$ cat src/rtl/pe_matmul_sequencer.sv
// Address sequencer for a processing element computing C = A x B over row-major matrices.
// Emits k operand address pairs per output element, flags the last one with vec_fin, then pulses done.
module pe_matmul_sequencer #(
  parameter int ADDR_W = 32,
  parameter int DIM_W  = 8
) (
  input  logic              clk,
  input  logic              rst_n,
  input  logic              start,
  input  logic [DIM_W-1:0]  m,
  input  logic [DIM_W-1:0]  k,
  input  logic [DIM_W-1:0]  n,
  input  logic [ADDR_W-1:0] a_base,
  input  logic [ADDR_W-1:0] b_base,
  input  logic [ADDR_W-1:0] c_base,
  input  logic              step_fin,
  output logic              active,
  output logic              vec_fin,
  output logic [ADDR_W-1:0] left_addr,
  output logic [ADDR_W-1:0] right_addr,
  output logic [ADDR_W-1:0] result_addr,
  output logic              busy,
  output logic              done
);

  typedef enum logic [1:0] {
    ST_IDLE = 2'd0,
    ST_RUN  = 2'd1,
    ST_DONE = 2'd2
  } state_t;

  localparam logic [DIM_W-1:0]  DIM_ZERO = {DIM_W{1'b0}};
  localparam logic [DIM_W-1:0]  DIM_ONE  = {{(DIM_W-1){1'b0}}, 1'b1};
  localparam logic [ADDR_W-1:0] ADDR_ONE = {{(ADDR_W-1){1'b0}}, 1'b1};

  state_t             state_r, state_s;
  logic [DIM_W-1:0]   m_last_r, m_last_s, k_last_r, k_last_s, n_last_r, n_last_s;
  logic [DIM_W-1:0]   i_r, i_s, j_r, j_s, p_r, p_s;
  logic [ADDR_W-1:0]  k_ext_r, k_ext_s, n_ext_r, n_ext_s;
  logic [ADDR_W-1:0]  row_a_r, row_a_s, b_base_r, b_base_s, col_b_r, col_b_s;
  logic [ADDR_W-1:0]  left_r, left_s, right_r, right_s, result_r, result_s;
  logic               active_r, active_s, vec_fin_r, vec_fin_s, busy_r, busy_s, done_r, done_s;

  // Incremental address steps; row_a_r tracks a_base + i*k, col_b_r tracks b_base + j.
  logic [DIM_W-1:0]   p_inc_s;
  logic [ADDR_W-1:0]  left_inc_s, right_step_s, col_next_s, row_next_s, result_inc_s;

  assign p_inc_s      = p_r + DIM_ONE;
  assign left_inc_s   = left_r + ADDR_ONE;
  assign right_step_s = right_r + n_ext_r;
  assign col_next_s   = col_b_r + ADDR_ONE;
  assign row_next_s   = row_a_r + k_ext_r;
  assign result_inc_s = result_r + ADDR_ONE;

  assign active      = active_r;
  assign vec_fin     = vec_fin_r;
  assign busy        = busy_r;
  assign done        = done_r;
  assign left_addr   = left_r;
  assign right_addr  = right_r;
  assign result_addr = result_r;

  // Next-state and next-output logic for the walk over (i, j, p).
  always_comb begin
    state_s   = state_r;
    m_last_s  = m_last_r;
    k_last_s  = k_last_r;
    n_last_s  = n_last_r;
    i_s       = i_r;
    j_s       = j_r;
    p_s       = p_r;
    k_ext_s   = k_ext_r;
    n_ext_s   = n_ext_r;
    row_a_s   = row_a_r;
    b_base_s  = b_base_r;
    col_b_s   = col_b_r;
    left_s    = left_r;
    right_s   = right_r;
    result_s  = result_r;
    active_s  = active_r;
    vec_fin_s = vec_fin_r;
    busy_s    = busy_r;
    done_s    = done_r;
    case (state_r)
      ST_IDLE: begin
        done_s = 1'b0;
        if (start) begin
          m_last_s = m - DIM_ONE;
          k_last_s = k - DIM_ONE;
          n_last_s = n - DIM_ONE;
          k_ext_s  = {{(ADDR_W-DIM_W){1'b0}}, k};
          n_ext_s  = {{(ADDR_W-DIM_W){1'b0}}, n};
          i_s      = DIM_ZERO;
          j_s      = DIM_ZERO;
          p_s      = DIM_ZERO;
          row_a_s  = a_base;
          b_base_s = b_base;
          col_b_s  = b_base;
          left_s   = a_base;
          right_s  = b_base;
          result_s = c_base;
          if ((m == DIM_ZERO) || (k == DIM_ZERO) || (n == DIM_ZERO)) begin
            state_s = ST_DONE;
            done_s  = 1'b1;
          end else begin
            state_s   = ST_RUN;
            active_s  = 1'b1;
            busy_s    = 1'b1;
            vec_fin_s = (k == DIM_ONE);
          end
        end else begin
          state_s = ST_IDLE;
        end
      end
      ST_RUN: begin
        if (step_fin) begin
          if (p_r != k_last_r) begin
            p_s       = p_inc_s;
            left_s    = left_inc_s;
            right_s   = right_step_s;
            vec_fin_s = (p_inc_s == k_last_r);
          end else if (j_r != n_last_r) begin
            p_s       = DIM_ZERO;
            j_s       = j_r + DIM_ONE;
            col_b_s   = col_next_s;
            left_s    = row_a_r;
            right_s   = col_next_s;
            result_s  = result_inc_s;
            vec_fin_s = (k_last_r == DIM_ZERO);
          end else if (i_r != m_last_r) begin
            p_s       = DIM_ZERO;
            j_s       = DIM_ZERO;
            i_s       = i_r + DIM_ONE;
            row_a_s   = row_next_s;
            col_b_s   = b_base_r;
            left_s    = row_next_s;
            right_s   = b_base_r;
            result_s  = result_inc_s;
            vec_fin_s = (k_last_r == DIM_ZERO);
          end else begin
            state_s   = ST_DONE;
            active_s  = 1'b0;
            busy_s    = 1'b0;
            vec_fin_s = 1'b0;
            done_s    = 1'b1;
          end
        end else begin
          state_s = ST_RUN;
        end
      end
      ST_DONE: begin
        state_s = ST_IDLE;
        done_s  = 1'b0;
      end
      default: begin
        state_s   = ST_IDLE;
        active_s  = 1'b0;
        busy_s    = 1'b0;
        vec_fin_s = 1'b0;
        done_s    = 1'b0;
      end
    endcase
  end

  // State, counters and registered outputs.
  always_ff @(posedge clk or negedge rst_n) begin
    if (!rst_n) begin
      state_r   <= ST_IDLE;
      m_last_r  <= {DIM_W{1'b0}};
      k_last_r  <= {DIM_W{1'b0}};
      n_last_r  <= {DIM_W{1'b0}};
      i_r       <= {DIM_W{1'b0}};
      j_r       <= {DIM_W{1'b0}};
      p_r       <= {DIM_W{1'b0}};
      k_ext_r   <= {ADDR_W{1'b0}};
      n_ext_r   <= {ADDR_W{1'b0}};
      row_a_r   <= {ADDR_W{1'b0}};
      b_base_r  <= {ADDR_W{1'b0}};
      col_b_r   <= {ADDR_W{1'b0}};
      left_r    <= {ADDR_W{1'b0}};
      right_r   <= {ADDR_W{1'b0}};
      result_r  <= {ADDR_W{1'b0}};
      active_r  <= 1'b0;
      vec_fin_r <= 1'b0;
      busy_r    <= 1'b0;
      done_r    <= 1'b0;
    end else begin
      state_r   <= state_s;
      m_last_r  <= m_last_s;
      k_last_r  <= k_last_s;
      n_last_r  <= n_last_s;
      i_r       <= i_s;
      j_r       <= j_s;
      p_r       <= p_s;
      k_ext_r   <= k_ext_s;
      n_ext_r   <= n_ext_s;
      row_a_r   <= row_a_s;
      b_base_r  <= b_base_s;
      col_b_r   <= col_b_s;
      left_r    <= left_s;
      right_r   <= right_s;
      result_r  <= result_s;
      active_r  <= active_s;
      vec_fin_r <= vec_fin_s;
      busy_r    <= busy_s;
      done_r    <= done_s;
    end
  end

endmodule

$ cat config.mk
export PLATFORM = sky130hd
export DESIGN_NAME = pe_matmul_sequencer
export DESIGN_NICKNAME = d
export VERILOG_FILES = /design/src/rtl/pe_matmul_sequencer.sv
export SDC_FILE = /design/constraint.sdc
export NUM_CORES = 1
export LEC_CHECK = 0
export BUFFER_PORTS_ARGS = -buffer_cell sky130_fd_sc_hd__clkbuf_2
export CORE_ASPECT_RATIO = 0.5
export CORE_MARGIN = 4
export CORE_UTILIZATION = 35
export CTS_BUF_LIST = sky130_fd_sc_hd__clkbuf_16
export DETAILED_ROUTE_END_ITERATION = 7
export GPL_ROUTABILITY_DRIVEN = 0
export PLACE_DENSITY = 0.63
export SLEW_MARGIN = 0
export SYNTH_ARGS = -nofsm -noshare
export SYNTH_HDL_FRONTEND = slang
export SYNTH_SLANG_ARGS = --single-unit
export TNS_END_PERCENT = 10
$ cat constraint.sdc
create_clock -name clk -period 4.5 [get_ports clk]
set_input_delay 0.9 -clock clk [delete_from_list [all_inputs] [get_ports clk]]
set_output_delay 0.9 -clock clk [all_outputs]
set_load 0.01 [all_outputs]
==> results.cfg <==
[run_status]
run_status = completed

[final_layout]
layout_commonest_cell = nand2_1
synthToLayoutAreaGrowth_pct = 16.1
multi_input_area_sq_um = 9250
final_cell_mix = nand2_1, dfrtp_1, clkbuf_2, o21ai_0, a21oi_1
regArea_sq_um = 6530
layout.nets = 2355
n_fill_cell = 4613
post-route-cell-area_sq_um = 19100
drive_gt1_frac = 0.150

[sta]
fin_skew_ns = 0.0147
fin_hold_ws_ns = 0.412
fmax_mhz = 301
setup_violations = 0
rsz0062_at_grt = false
hold_viol = 0
post-route-period-util = 0.738
max_slew_margin = 0.228
setup_tns_ns = 0
tightest_slew_ns = 1.15
period_minus_slack_ns = 3.32
maxSlewViolCount = 0

[clock_network]
cts_setup_buffers = 0
htreeDepth = 1
cts-buffers-inserted = 29
clockBufferDepth = 3
clock_latency_ns = 0.57
root_buffer = clkbuf_16
cts_hold_buffers = 0
post_cts_resized = 0
cts.sinks = 261
cts.reportedPaths.clkPinSlew_ns = 0.06
cts_tree = done

[yosys]
synth_area_leaders = dfrtp_1, nand2_1, o21ai_0
ys_seq_area_frac = 0.398
async_flop_share = 1.00
synthCells = 2043
ys_warn_count = 0
synth_top_area_cell = dfrtp_1
synth_nets = 2198
synth_top_area_frac = 0.398
syn_area_per_cell_sq_um = 8.03
synth_flop_cell = dfrtp_1
ys_ff_latch = 261
yosysUniqueCellTypes = 76
synth_area_sq_um = 16400
synth-edff-count = 0

[grt]
antenna_found_initial = 1
grt_pass1_wl_um = 89300
overflow = 0
grt_util_all_layers = 0.219
grt_max_degree = 116
grt_pass1_vias = 15300

[die]
io_pins = 224
die_h_um = 161
core_area_sq_um = 45800
start_util = 0.359
core.rowCount = 55
dieArea_sq_um = 50600
die_x_um = 314

[placement]
io_buffers = 223
hpwl_um = 40100
dpl_cell_area_sq_um = 18200

[worst_setup_path]
path_cells = nor2_1 -> and2_2 -> a21oi_1 -> buf_4 -> a21oi_4 -> buf_4 -> o21ai_0 -> a221o_1
start_kind = flip-flop
critPathArrivalTime_ns = 3.77
crit_type = flip-flop to flip-flop
r2r_slack_ns = 1.18
worst_setup_path_end_kind = flip-flop
cp_common_cell = buf_4
path_max_fanout = 40
critPathMaxStageDelay_ns = 0.65
required_ns = 4.95
slowest_stage = dfrtp_1

[routing]
drtIter0Drc = 1780
wl_per_cell_um = 20.2
num_vias = 16400
via_per_inst = 5.76
first_pass_iters = 7
final_antenna_net_count = 0
routed_wl_um = 57400
route.detailed.drc = 0

[min_path]
hp-class = input port to async pin

[power_and_ir_drop]
p_per_area_nw_per_um2 = 660
power_mw = 12.6
vdd_drop_max_mv = 0.330
power_leakage_nw = 8.22

[flow_run]
cap_violations = 0
area by class of cell:
| type | instances | share of cell area |
|---|---|---|
| Clock buffer | 29 | 0.0381 |
| Clock inverter | 23 | 0.00893 |
| Multi-Input combinational cell | 1614 | 0.485 |
| Tap cell | 627 | 0.0412 |
| Sequential cell | 261 | 0.343 |
| Timing Repair Buffer | 260 | 0.0770 |
| Antenna cell | 1 | 0.000131 |
| Inverter | 34 | 0.00670 |
synth_stat cells, drive strengths merged, types with 17 or more instances:
cell type,number
nor2,150
clkbuf,91
and3,25
a21oi,174
a211oi,23
ha,29
xnor2,68
o211ai,17
nor3,59
nor4,32
a31oi,26
o22ai,28
inv,34
o21ai,198
nand4,46
dfrtp,261
buf,43
nand2,399
xor2,53
nand3,67
where the power goes:
| group | switching [mW] | total (mW) | internal, mW |
|---|---|---|---|
| combinational | 3.31 | 5.48 | 2.17 |
| clock | 1.02 | 2.35 | 1.33 |
| sequential | 1.35 | 4.75 | 3.39 |
| total | 5.68 | 12.6 | 6.89 |
critical path, delay by kind of cell, from the launching register on:
kind	cells	cell delay [ns]
DFF	1	0.65
buffers and inverters	2	0.74
and+or+nand+nor	2	0.58
AOI/OAI and AO/OA	4	1.22
metrics by stage:
stage / util / std cells / setup WS [ns]
floorplan: - / 2043 / 1.87
global placement: 0.397 / 2796 / 1.28
detailed placement: 0.397 / 2796 / 1.22
CTS: 0.416 / 2848 / 1.22
global route: 0.416 / 2849 / 0.967
finish: 0.416 / 2849 / 1.18
cells by family after synthesis:
family	share of synthesized area
simple gates	0.234
compound gates	0.227
flops	0.398
buf+inv	0.0434
xor+xnor	0.0646
fa+ha+maj	0.0245
mux	0.00869
layer usage:
layer	global-route usage	routed length [um]	part of all wire
met4	0.0697	1980	0.034
met2	0.354	26600	0.46
met3	0.0288	3670	0.064
met5	0	0	0
met1	0.305	25200	0.44
sequential cells by signal, summed over array words and instances (netlist names), 32 cells and up:
| register | count |
|---|---|
| col_b_r | 32 |
| b_base_r | 32 |
| right_addr | 32 |
| result_addr | 32 |
| row_a_r | 32 |
| left_addr | 32 |
final timing paths:
path / startpoint / endpoint / cells past startpoint
worst max register to register: state_r[0] / right_addr[12] / 8
worst min register to register: b_base_r[30] / b_base_r[30] / 2
worst min-delay path: rst_n / n_ext_r[6] / 1
max in group asynchronous: rst_n / i_r[7] / 2
worst max-delay path: state_r[0] / right_addr[12] / 8
min in group clk: b_base_r[30] / b_base_r[30] / 2
Note: power is estimated with default switching activity, not from simulation.
